### src/rtl/t_xor_accum_if.sv
// t_xor_accum_if: input-word and checksum-output handshake bundle for t_xor_accum.
interface t_xor_accum_if #(
  parameter int TRITS = 4,
  parameter int CNT_W = 8
);
  logic               in_valid;
  logic               in_ready;
  logic [2*TRITS-1:0] in_data;
  logic               in_mode;
  logic               in_last;
  logic               out_valid;
  logic               out_ready;
  logic [2*TRITS-1:0] out_data;
  logic [CNT_W-1:0]   out_count;
  logic               out_err;
  modport master (
    output in_valid, in_data, in_mode, in_last, out_ready,
    input  in_ready, out_valid, out_data, out_count, out_err
  );
  modport slave (
    input  in_valid, in_data, in_mode, in_last, out_ready,
    output in_ready, out_valid, out_data, out_count, out_err
  );
endinterface

### src/rtl/t_xor_accum.sv
// t_xor_accum: ternary trit-wise add/subtract mod 3 frame accumulator with counter and handshakes.
// Defining T_XOR_INVALID_CHK_EN builds the sticky invalid-trit (2'b11) frame error flag.
module t_xor_accum #(
  parameter int TRITS = 4,
  parameter int CNT_W = 8
) (
  input logic           clk,
  input logic           rst_n,
  t_xor_accum_if.slave  bus
);
  typedef enum logic {ACCUM, HOLD} state_t;
  state_t             state_q, state_d;
  logic [2*TRITS-1:0] acc_q, acc_d, data_q, data_d, sum;
  logic [CNT_W-1:0]   cnt_q, cnt_d, count_q, count_d, cnt_inc;
  logic               accept, fin;
  // invalid code decodes as 0; subtraction adds the mod-3 negation
  function automatic logic [1:0] trit_op(input logic [1:0] a, input logic [1:0] b, input logic sub);
    logic [1:0] bb, nb;
    logic [2:0] s;
    bb = (b == 2'b11) ? 2'd0 : b;
    nb = (sub && bb != 2'd0) ? 2'd3 - bb : bb;
    s = {1'b0, a} + {1'b0, nb};
    s = (s >= 3'd3) ? s - 3'd3 : s;
    return s[1:0];
  endfunction
  for (genvar i = 0; i < TRITS; i++) begin : g_trit
    assign sum[2*i+1:2*i] = trit_op(acc_q[2*i+1:2*i], bus.in_data[2*i+1:2*i], bus.in_mode);
  end
  assign accept  = bus.in_valid && state_q == ACCUM;
  assign fin     = accept && bus.in_last;
  assign cnt_inc = &cnt_q ? cnt_q : cnt_q + CNT_W'(1);
  always_comb begin
    state_d = fin ? HOLD : (state_q == HOLD && bus.out_ready) ? ACCUM : state_q;
    acc_d   = accept ? (bus.in_last ? '0 : sum) : acc_q;
    cnt_d   = accept ? (bus.in_last ? '0 : cnt_inc) : cnt_q;
    data_d  = fin ? sum : data_q;
    count_d = fin ? cnt_inc : count_q;
  end
  always_ff @(posedge clk or negedge rst_n) begin
    if (!rst_n) begin
      state_q <= ACCUM;
      acc_q   <= '0;
      cnt_q   <= '0;
      data_q  <= '0;
      count_q <= '0;
    end else begin
      state_q <= state_d;
      acc_q   <= acc_d;
      cnt_q   <= cnt_d;
      data_q  <= data_d;
      count_q <= count_d;
    end
  end
  assign bus.in_ready  = state_q == ACCUM;
  assign bus.out_valid = state_q == HOLD;
  assign bus.out_data  = data_q;
  assign bus.out_count = count_q;
`ifdef T_XOR_INVALID_CHK_EN
  logic bad, ferr_q, ferr_d, err_q, err_d;
  always_comb begin
    bad = 1'b0;
    for (int k = 0; k < TRITS; k++) bad = bad | (&bus.in_data[2*k+:2]);
    ferr_d = accept ? (bus.in_last ? 1'b0 : ferr_q | bad) : ferr_q;
    err_d  = fin ? ferr_q | bad : err_q;
  end
  always_ff @(posedge clk or negedge rst_n) begin
    if (!rst_n) begin
      ferr_q <= 1'b0;
      err_q  <= 1'b0;
    end else begin
      ferr_q <= ferr_d;
      err_q  <= err_d;
    end
  end
  assign bus.out_err = err_q;
`else
  assign bus.out_err = 1'b0;
`endif
endmodule

### src/flat_wrapper.sv
// flat-port wrapper written by rule: the top's interface ports become plain ports
module t_xor_accum_flat 
#(
  parameter int TRITS = 4,
  parameter int CNT_W = 8
)
  (clk, rst_n, bus_in_valid, bus_in_data, bus_in_mode, bus_in_last, bus_out_ready, bus_in_ready, bus_out_valid, bus_out_data, bus_out_count, bus_out_err);
  t_xor_accum_if #(.TRITS(TRITS), .CNT_W(CNT_W)) bus_i ();
  input logic clk;
  input logic rst_n;
  input wire logic [$bits(bus_i.in_valid)-1:0] bus_in_valid;
  input wire logic [$bits(bus_i.in_data)-1:0] bus_in_data;
  input wire logic [$bits(bus_i.in_mode)-1:0] bus_in_mode;
  input wire logic [$bits(bus_i.in_last)-1:0] bus_in_last;
  input wire logic [$bits(bus_i.out_ready)-1:0] bus_out_ready;
  output wire logic [$bits(bus_i.in_ready)-1:0] bus_in_ready;
  output wire logic [$bits(bus_i.out_valid)-1:0] bus_out_valid;
  output wire logic [$bits(bus_i.out_data)-1:0] bus_out_data;
  output wire logic [$bits(bus_i.out_count)-1:0] bus_out_count;
  output wire logic [$bits(bus_i.out_err)-1:0] bus_out_err;
  assign bus_i.in_valid = bus_in_valid;
  assign bus_i.in_data = bus_in_data;
  assign bus_i.in_mode = bus_in_mode;
  assign bus_i.in_last = bus_in_last;
  assign bus_i.out_ready = bus_out_ready;
  assign bus_in_ready = bus_i.in_ready;
  assign bus_out_valid = bus_i.out_valid;
  assign bus_out_data = bus_i.out_data;
  assign bus_out_count = bus_i.out_count;
  assign bus_out_err = bus_i.out_err;
  t_xor_accum #(.TRITS(TRITS), .CNT_W(CNT_W)) u_core (.clk(clk), .rst_n(rst_n), .bus(bus_i));
endmodule
### config.mk
export PLATFORM = sky130hd
export DESIGN_NAME = t_xor_accum_flat
export DESIGN_NICKNAME = d
export VERILOG_FILES = /design/src/rtl/t_xor_accum_if.sv /design/src/rtl/t_xor_accum.sv /design/src/flat_wrapper.sv
export SDC_FILE = /design/constraint.sdc
export NUM_CORES = 1
export LEC_CHECK = 0
export ABC_CLOCK_PERIOD_IN_PS = 6000
export BUFFER_PORTS_ARGS = -buffer_cell sky130_fd_sc_hd__buf_4
export CORE_MARGIN = 3
export CORE_UTILIZATION = 50
export CTS_BUF_LIST = sky130_fd_sc_hd__clkbuf_8
export DETAILED_ROUTE_END_ITERATION = 12
export PLACE_DENSITY = 0.72
export SETUP_SLACK_MARGIN = 0.5
export SLEW_MARGIN = 25
export SYNTH_ARGS = -nofsm -noshare
export SYNTH_HDL_FRONTEND = slang
export SYNTH_SLANG_ARGS = --single-unit
### constraint.sdc
create_clock -name clk -period 6 [get_ports clk]
set_input_delay 0.9 -clock clk [delete_from_list [all_inputs] [get_ports clk]]
set_output_delay 0.9 -clock clk [all_outputs]
set_load 0.02 [all_outputs]
==> results of run 1 <==
[cell usage in the layout (no fill, tap or decap), drive strengths merged, types with 3 or more instances in the layout]
cell type | Yosys | routed
ha | 17 | 17
clkbuf | 3 | 5
nor2 | 20 | 20
xor2 | 4 | 4
nand2b | 3 | 3
a31oi | 5 | 5
fa | 4 | 4
a21oi | 11 | 11
o211ai | 3 | 3
o21ai | 14 | 14
buf | 7 | 32
a22o | 4 | 4
xnor2 | 7 | 7
nand2 | 17 | 17
nand3b | 3 | 3
dfrtp | 33 | 33
nor3b | 3 | 3
nor2b | 3 | 3
o22ai | 3 | 3
inv | 20 | 20
[metrics by stage]
step | util, % | setup WS (ns) | power [µW] | hold WS, ns | std cells
2_1_floorplan | - | 2.95 | 621 | 0.480 | 207
3_3_place_gp | 59.7 | 2.75 | 737 | 0.458 | 277
3_5_place_dp | 59.7 | 2.66 | 757 | 0.477 | 277
4_1_cts | 61.7 | 2.96 | 906 | 0.491 | 283
5_1_grt | 61.7 | 2.71 | 984 | 0.503 | 283
6_report | 61.7 | 2.98 | 894 | 0.485 | 283
[flip-flops by register name (all words and copies together), names as in the netlist]
register,count
u_core.bus.out_valid,1
u_core.bus.out_data,8
u_core.bus.out_count,8
u_core.acc_q,8
u_core.cnt_q,8
[cell usage after synthesis, types with 2 or more instances]
cell | count | area share, %
sky130_fd_sc_hd__o31ai_1 | 2 | 0.75
sky130_fd_sc_hd__a41o_1 | 2 | 1.0
sky130_fd_sc_hd__nand2_1 | 17 | 3.2
sky130_fd_sc_hd__o21ai_0 | 14 | 3.5
sky130_fd_sc_hd__clkbuf_1 | 3 | 0.56
sky130_fd_sc_hd__buf_4 | 2 | 0.75
sky130_fd_sc_hd__a22o_1 | 4 | 1.8
sky130_fd_sc_hd__ha_1 | 17 | 11
sky130_fd_sc_hd__o22ai_1 | 3 | 0.94
sky130_fd_sc_hd__a21oi_1 | 10 | 2.5
sky130_fd_sc_hd__xnor2_1 | 7 | 3.1
sky130_fd_sc_hd__inv_1 | 20 | 3.8
sky130_fd_sc_hd__xor2_1 | 4 | 1.8
sky130_fd_sc_hd__nor3b_1 | 3 | 1.1
sky130_fd_sc_hd__nor2_1 | 19 | 3.6
sky130_fd_sc_hd__dfrtp_1 | 33 | 41
sky130_fd_sc_hd__nand2b_1 | 3 | 0.94
sky130_fd_sc_hd__buf_2 | 3 | 0.75
sky130_fd_sc_hd__nor3_1 | 2 | 0.50
sky130_fd_sc_hd__a31oi_1 | 5 | 1.6
sky130_fd_sc_hd__o21a_1 | 2 | 0.75
sky130_fd_sc_hd__buf_6 | 2 | 1.1
sky130_fd_sc_hd__nor2b_1 | 3 | 0.94
sky130_fd_sc_hd__mux2i_1 | 2 | 1.0
sky130_fd_sc_hd__nand3b_1 | 3 | 1.1
sky130_fd_sc_hd__o211ai_1 | 3 | 1.1
sky130_fd_sc_hd__fa_1 | 4 | 4.0
[cells by family (layout without fill, tap and decap cells)]
logic type / after synthesis / after routing / share of synthesized area [%]
AND/OR/NAND/NOR: 60 / 60 / 15.4
AO/OA/AOI/OAI: 49 / 49 / 15.7
flip-flops: 33 / 33 / 41.3
buffers and inverters: 30 / 58 / 6.95
adder cells (fa/ha/maj): 21 / 21 / 14.6
XOR/XNOR: 11 / 11 / 4.82
multiplexers: 2 / 2 / 1.00
other: 1 / 1 / 0.188
[final cells by class]
| type | instances | area share, % |
|---|---|---|
| Multi-Input combinational cell | 144 | 44.8 |
| Sequential cell | 33 | 35.8 |
| Timing Repair Buffer | 32 | 10.4 |
| Inverter | 20 | 3.25 |
| Clock buffer | 5 | 2.98 |
| Tap cell | 48 | 2.60 |
| Clock inverter | 1 | 0.217 |
[critical path, delay by kind of cell]
| family | cells | cell delay (ns) |
|---|---|---|
| AOI/OAI and AO/OA | 2 | 0.31 |
| xor gates and xnor gates | 1 | 0.18 |
| adders and majority gates | 4 | 1.13 |
| buffers and inverters | 4 | 0.22 |
| and+or+nand+nor | 2 | 0.45 |
[final timing paths]
kind | depth (start not counted) | to | from
setup / recovery | 13 | u_core.acc_q[4] | bus_in_data[4]
hold / removal | 2 | u_core.bus.out_count[6] | u_core.bus.out_count[6]
setup reg to reg | 7 | u_core.bus.out_data[6] | u_core.acc_q[6]
hold reg to reg | 2 | u_core.bus.out_count[6] | u_core.bus.out_count[6]
max in group asynchronous | 1 | u_core.acc_q[3] | rst_n
min in group asynchronous | 1 | u_core.bus.out_count[2] | rst_n
[routing by layer]
layer  global-route usage (%)  vias up
met5                        0        -
met4                     4.99        0
met3                     3.33        6
met2                     29.2       30
met1                     22.8      713
li1                         -      764
[power by group through the flow]
| stage | sequential (µW) | clock, µW | combinational, µW |
|---|---|---|---|
| 5_1_grt | 338 | 162 | 483 |
| 4_1_cts | 330 | 152 | 424 |
| 6_report | 330 | 148 | 417 |
| 3_5_place_dp | 332 | 0 | 425 |
| 3_3_place_gp | 331 | 0 | 406 |
| 2_1_floorplan | 366 | 0 | 255 |
==> impl_metrics.ini, run 1 <==
[synthesis]
synth_top_flop_cell = sky130_fd_sc_hd__dfrtp_1
average_cell_area_after_synthesis_um2 = 9.66
ys_warn_count = 0
postSynthCellCount = 207
synth_cell_types = 42
mappedNetlistArea_um2 = 2000
synth-async-reset-ratio_pct = 100
synth-seq-cells = 33
synth_enable_flop_cells = 0
seq_area_frac_synth_pct = 41.3
postSynthNetCount = 242

[sta]
worst_slew_margin_rel_pct = 56.2
finalMaxSlewViolations = 0
rsz_0062_raised_after_global_routing = false
min_period_ns = 3.02
report.final.setup_viol = 0
final-hold-violation-count = 0
timing.fmax_ghz = 0.332
max_slew.worst_pin.slew_ns = 0.657
fin_skew_ns = 0.00118
layout_worst_path_cycle_share_pct = 50.3
post_route_setup_tns_ns = 0

[cells_and_area]
count_of_antenna_diodes_in_the_layout = 0
area_taken_by_multi_input_logic_gates_um2 = 1030
stdcell_area_um2 = 2310
fillers = 351
layout.nets = 271
syn2layout_area_growth_pct = 15.5
regArea_um2 = 826
post_route_cells_drive_above_1_share_pct = 18.3

[floorplan]
design.die.area_um2 = 4790
initial_standard_cell_utilization_of_the_core_pct = 53.4
fp.coreArea_um2 = 3740
die_h_um = 69.2
die_extent_in_x_um = 69.2
design.portCount = 33
fp-row-count = 22

[drt]
detailroute.wirelength.met3_um = 142
avgViaCountPerCell = 5.35
detailroute.via_count = 1513
highest_layer = met4
drt-met1-wl_um = 1770
drtAntennaViolNets = 0
detail_route.drc_violations = 0
per_cell_routed_wire_length_um = 13.3
met2RoutedLength_um = 1810
detail_route.first_pass.iterations = 4
drt_iter0_drc = 85
drt_wl_total_um = 3770

[run_status]
outcome = complete, no violations

[global_routing]
global_route.overflow_total = 0
overall_global_routing_resource_usage_pct = 17.4
first_global_vias = 1550
grt_start_max_net_pins = 34
grt_antenna_before_repair = 0
grt_pass1_wl_um = 6870

[clocking]
clock_insertion_delay_worst_skew_ns = 0.27
cts_max_path_buffers = 2
buffers_inserted_during_post_cts_setup_optimization = 0
cts_tree = done
clock_sink_count = 33
depth_of_the_cts_h_tree = 2
numCtsBuffers = 5
post_cts_hold_buffer_count = 0
path_clk_slew_ns = 0.06
cts-resized-gates = 0
clk_root_buffer_cell = sky130_fd_sc_hd__clkbuf_8

[pwr]
power_per_cell_area_nw_per_um2 = 387
power.share.sequential_pct = 36.9
power.leakage_uw = 0.00112
relative_contribution_of_combinational_cells_to_total_power_pct = 46.6
clkPwrFrac_pct = 16.6
total_switching_power_uw = 348
intPower_uw = 546
switching_share_pct = 38.9
ir_drop_uv = 238

[place]
placed_area_um2 = 2240
dpl.hpwl_um = 2850
gp_routability_congestion = 0.802
buffer_ports.inserted = 31

[critical_path]
crit_required_ns = 6.16
cp.arrival_ns = 3.18
worstSetupEndpointType = register
ordered_cell_list_for_the_critical_path = buf_4 > inv_1 > ha_1 > nor2b_1 > xor2_1 > ha_1 > inv_1 > fa_1 > inv_1 > ha_1 > nor3b_1 > a21oi_1 > a22o_1
critPathLaunchType = input pin
register_to_register_path_setup_slack_ns = 3.92
worst_path_max_delay_cell = sky130_fd_sc_hd__fa_1
setup.worst_path.class = input pin to register
maximum_net_fanout_on_the_critical_path = 2
critPathMaxStageDelay_ns = 0.49

[job]
max_cap_viol_count = 0

[worst_hold_path]
hold_class = register to register
Power figures use the tool's default switching activity.
==> run 2: changes to the inputs <==
--- a/config.mk
+++ b/config.mk
@@ -5,13 +5,13 @@
 export SDC_FILE = /design/constraint.sdc
 export NUM_CORES = 1
 export LEC_CHECK = 0
-export ABC_CLOCK_PERIOD_IN_PS = 6000
+export ABC_CLOCK_PERIOD_IN_PS = 2550
 export BUFFER_PORTS_ARGS = -buffer_cell sky130_fd_sc_hd__buf_4
 export CORE_MARGIN = 3
 export CORE_UTILIZATION = 50
 export CTS_BUF_LIST = sky130_fd_sc_hd__clkbuf_8
 export DETAILED_ROUTE_END_ITERATION = 12
-export PLACE_DENSITY = 0.72
+export PLACE_DENSITY = 0.75
 export SETUP_SLACK_MARGIN = 0.5
 export SLEW_MARGIN = 25
 export SYNTH_ARGS = -nofsm -noshare
==> constraint.sdc (replaced) <==
create_clock -name clk -period 2.55 [get_ports clk]
set_input_delay 0.3825 -clock clk [delete_from_list [all_inputs] [get_ports clk]]
set_output_delay 0.3825 -clock clk [all_outputs]
set_load 0.02 [all_outputs]
==> run 2 against run 1 <==
- count of clock-buffer cells in the layout did not move
- register-to-register slack lost 3.4 ns
- final cell count grew 3.2%
- largest cell class unchanged
- largest power group unchanged
==> impl_metrics.ini, run 2 (synthesized netlist as in run 1, its figures left out) <==
[sta]
report.final.setup_viol = 0
final-hold-violation-count = 0
finalMaxSlewViolations = 0
rsz_0062_raised_after_global_routing = true
layout_worst_path_cycle_share_pct = 89.6
timing.fmax_ghz = 0.438
worst_slew_margin_rel_pct = 55.4
max_slew.worst_pin.slew_ns = 0.667
fin_skew_ns = 0.00526
min_period_ns = 2.28

[cells_and_area]
count_of_antenna_diodes_in_the_layout = 0
final_cell_mix = 34 x sky130_fd_sc_hd__buf_4, 33 x sky130_fd_sc_hd__dfrtp_1, 19 x sky130_fd_sc_hd__nor2_1
mostFrequentLayoutCell = sky130_fd_sc_hd__buf_4
layout.nets = 278
post_route_cells_drive_above_1_share_pct = 36.9
syn2layout_area_growth_pct = 32.7
stdcell_area_um2 = 2650

[global_routing]
grt_pass1_wl_um = 7110
grt_antenna_before_repair = 0
grt_start_max_net_pins = 34
overall_global_routing_resource_usage_pct = 18.2
global_route.overflow_total = 0
first_global_vias = 1567

[critical_path]
crit_required_ns = 2.77
worst_path_dominant_cell_family = adder cells
worst-path-buf-inv = 2
worst_path_max_delay_cell = sky130_fd_sc_hd__fa_1
critPathLaunchType = input pin
cp.arrival_ns = 2.51
critPathMaxStageDelay_ns = 0.47
worstSetupEndpointType = register
setup.worst_path.class = input pin to register
maximum_net_fanout_on_the_critical_path = 2
ordered_cell_list_for_the_critical_path = buf_12 > inv_12 > ha_4 > nand2b_4 > xnor2_2 > ha_2 > fa_1 > ha_2 > or3_4 > a21oi_4 > nor2_1 > nor2_1

[clocking]
depth_of_the_cts_h_tree = 2
cts_tree = done
clock_insertion_delay_worst_skew_ns = 0.29
path_clk_slew_ns = 0.07
post_cts_hold_buffer_count = 0
cts_max_path_buffers = 2
clk_root_buffer_cell = sky130_fd_sc_hd__clkbuf_8
clock_sink_count = 33
numCtsBuffers = 5

[place]
gp_routability_congestion = 0.809
buffer_ports.inserted = 31
placed_area_um2 = 2430
dpl.hpwl_um = 2990

[floorplan]
design.die.area_um2 = 4790
design.portCount = 33
fp.coreArea_um2 = 3740
initial_standard_cell_utilization_of_the_core_pct = 53.4
fp-row-count = 22
die_h_um = 69.2
die_extent_in_x_um = 69.2

[drt]
drtAntennaViolNets = 0
per_cell_routed_wire_length_um = 13.9
detailroute.via_count = 1568
drt_iter0_drc = 126
detail_route.drc_violations = 0
drt_wl_total_um = 4050
detail_route.first_pass.iterations = 4
avgViaCountPerCell = 5.37

[job]
max_cap_viol_count = 0

[pwr]
power.leakage_uw = 0.00122
ir_drop_uv = 647
power.total_uw = 2580
power_per_cell_area_nw_per_um2 = 973

[worst_hold_path]
hold_class = input pin to async pin

[run_status]
outcome = complete, no violations
## run 2: cell types whose count changed in the layout (fill, tap and decap cells not counted), moves of 3 or more
cell	change
sky130_fd_sc_hd__nor3b_1	-3
sky130_fd_sc_hd__a21oi_1	-4
sky130_fd_sc_hd__o21ai_2	+3
sky130_fd_sc_hd__o21ai_0	-8
sky130_fd_sc_hd__inv_2	+3
sky130_fd_sc_hd__o21ai_1	+4
sky130_fd_sc_hd__ha_1	-12
sky130_fd_sc_hd__ha_2	+8
sky130_fd_sc_hd__ha_4	+4
sky130_fd_sc_hd__inv_1	-7
sky130_fd_sc_hd__a21oi_2	+3
## run 2: repair_timing
| item | 4_1_cts | 5_1_grt |
|---|---|---|
| buffers inserted | 4 | 1 |
| pin swaps | 14 | 4 |
| setup endpoints to repair | 16 | 16 |
| gates resized for setup | 14 | 6 |
| gates cloned | 0 | 0 |
| endpoints found under the hold margin | 0 | 0 |
## run 2: metal layers
metal	vias to the layer above	part of all wire [%]	track usage [%]
li1	783	-	-
met1	754	44	22.8
met2	25	51	30.4
met3	6	3.1	3.48
met4	0	1.5	8.03
met5	-	0	0
## run 2: area by class of cell
type                            count  area, µm²
Sequential cell                    33        826
Inverter                           20        105
Fill cell                         308       1090
Multi-Input combinational cell    144       1240
Clock inverter                      3       17.5
Clock buffer                        5       68.8
Timing Repair Buffer               39        337
Tap cell                           48       60.1
## run 2: path summary, 6_finish.rpt
path / startpoint / end / slack, ns / cells after the start
max in group asynchronous: rst_n / u_core.acc_q[1] / 2.23 / 1
min in group clk: bus_out_ready / u_core.bus.out_valid / 0.26 / 2
min: rst_n / u_core.bus.out_count[4] / 0.03 / 1
max reg2reg: u_core.acc_q[6] / u_core.bus.out_data[6] / 0.56 / 7
min reg2reg: u_core.bus.out_count[6] / u_core.bus.out_count[6] / 0.48 / 2
max: bus_in_data[6] / u_core.bus.out_data[6] / 0.27 / 12
## run 2: per-stage QoR
| stage | setup WS [ns] | utilization [%] | hold WS (ns) | std cells | TNS [ns] |
|---|---|---|---|---|---|
| floorplan | 0.170 | - | 0.0869 | 207 | 0 |
| global placement | -0.0285 | 65.0 | 0.341 | 279 | -0.107 |
| detailed placement | -0.0974 | 65.0 | 0.347 | 279 | -0.886 |
| CTS | 0.286 | 69.8 | 0.0382 | 291 | 0 |
| global route | 0.150 | 70.9 | 0.0531 | 292 | 0 |
| finish | 0.265 | 70.9 | 0.0271 | 292 | 0 |
## run 2: where the power goes
part	leakage (µW)	total (µW)	switching (µW)	internal (µW)
Clock	0.0000439	384	196	188
Sequential	0.000423	772	95.4	676
Combinational	0.000753	1420	748	676
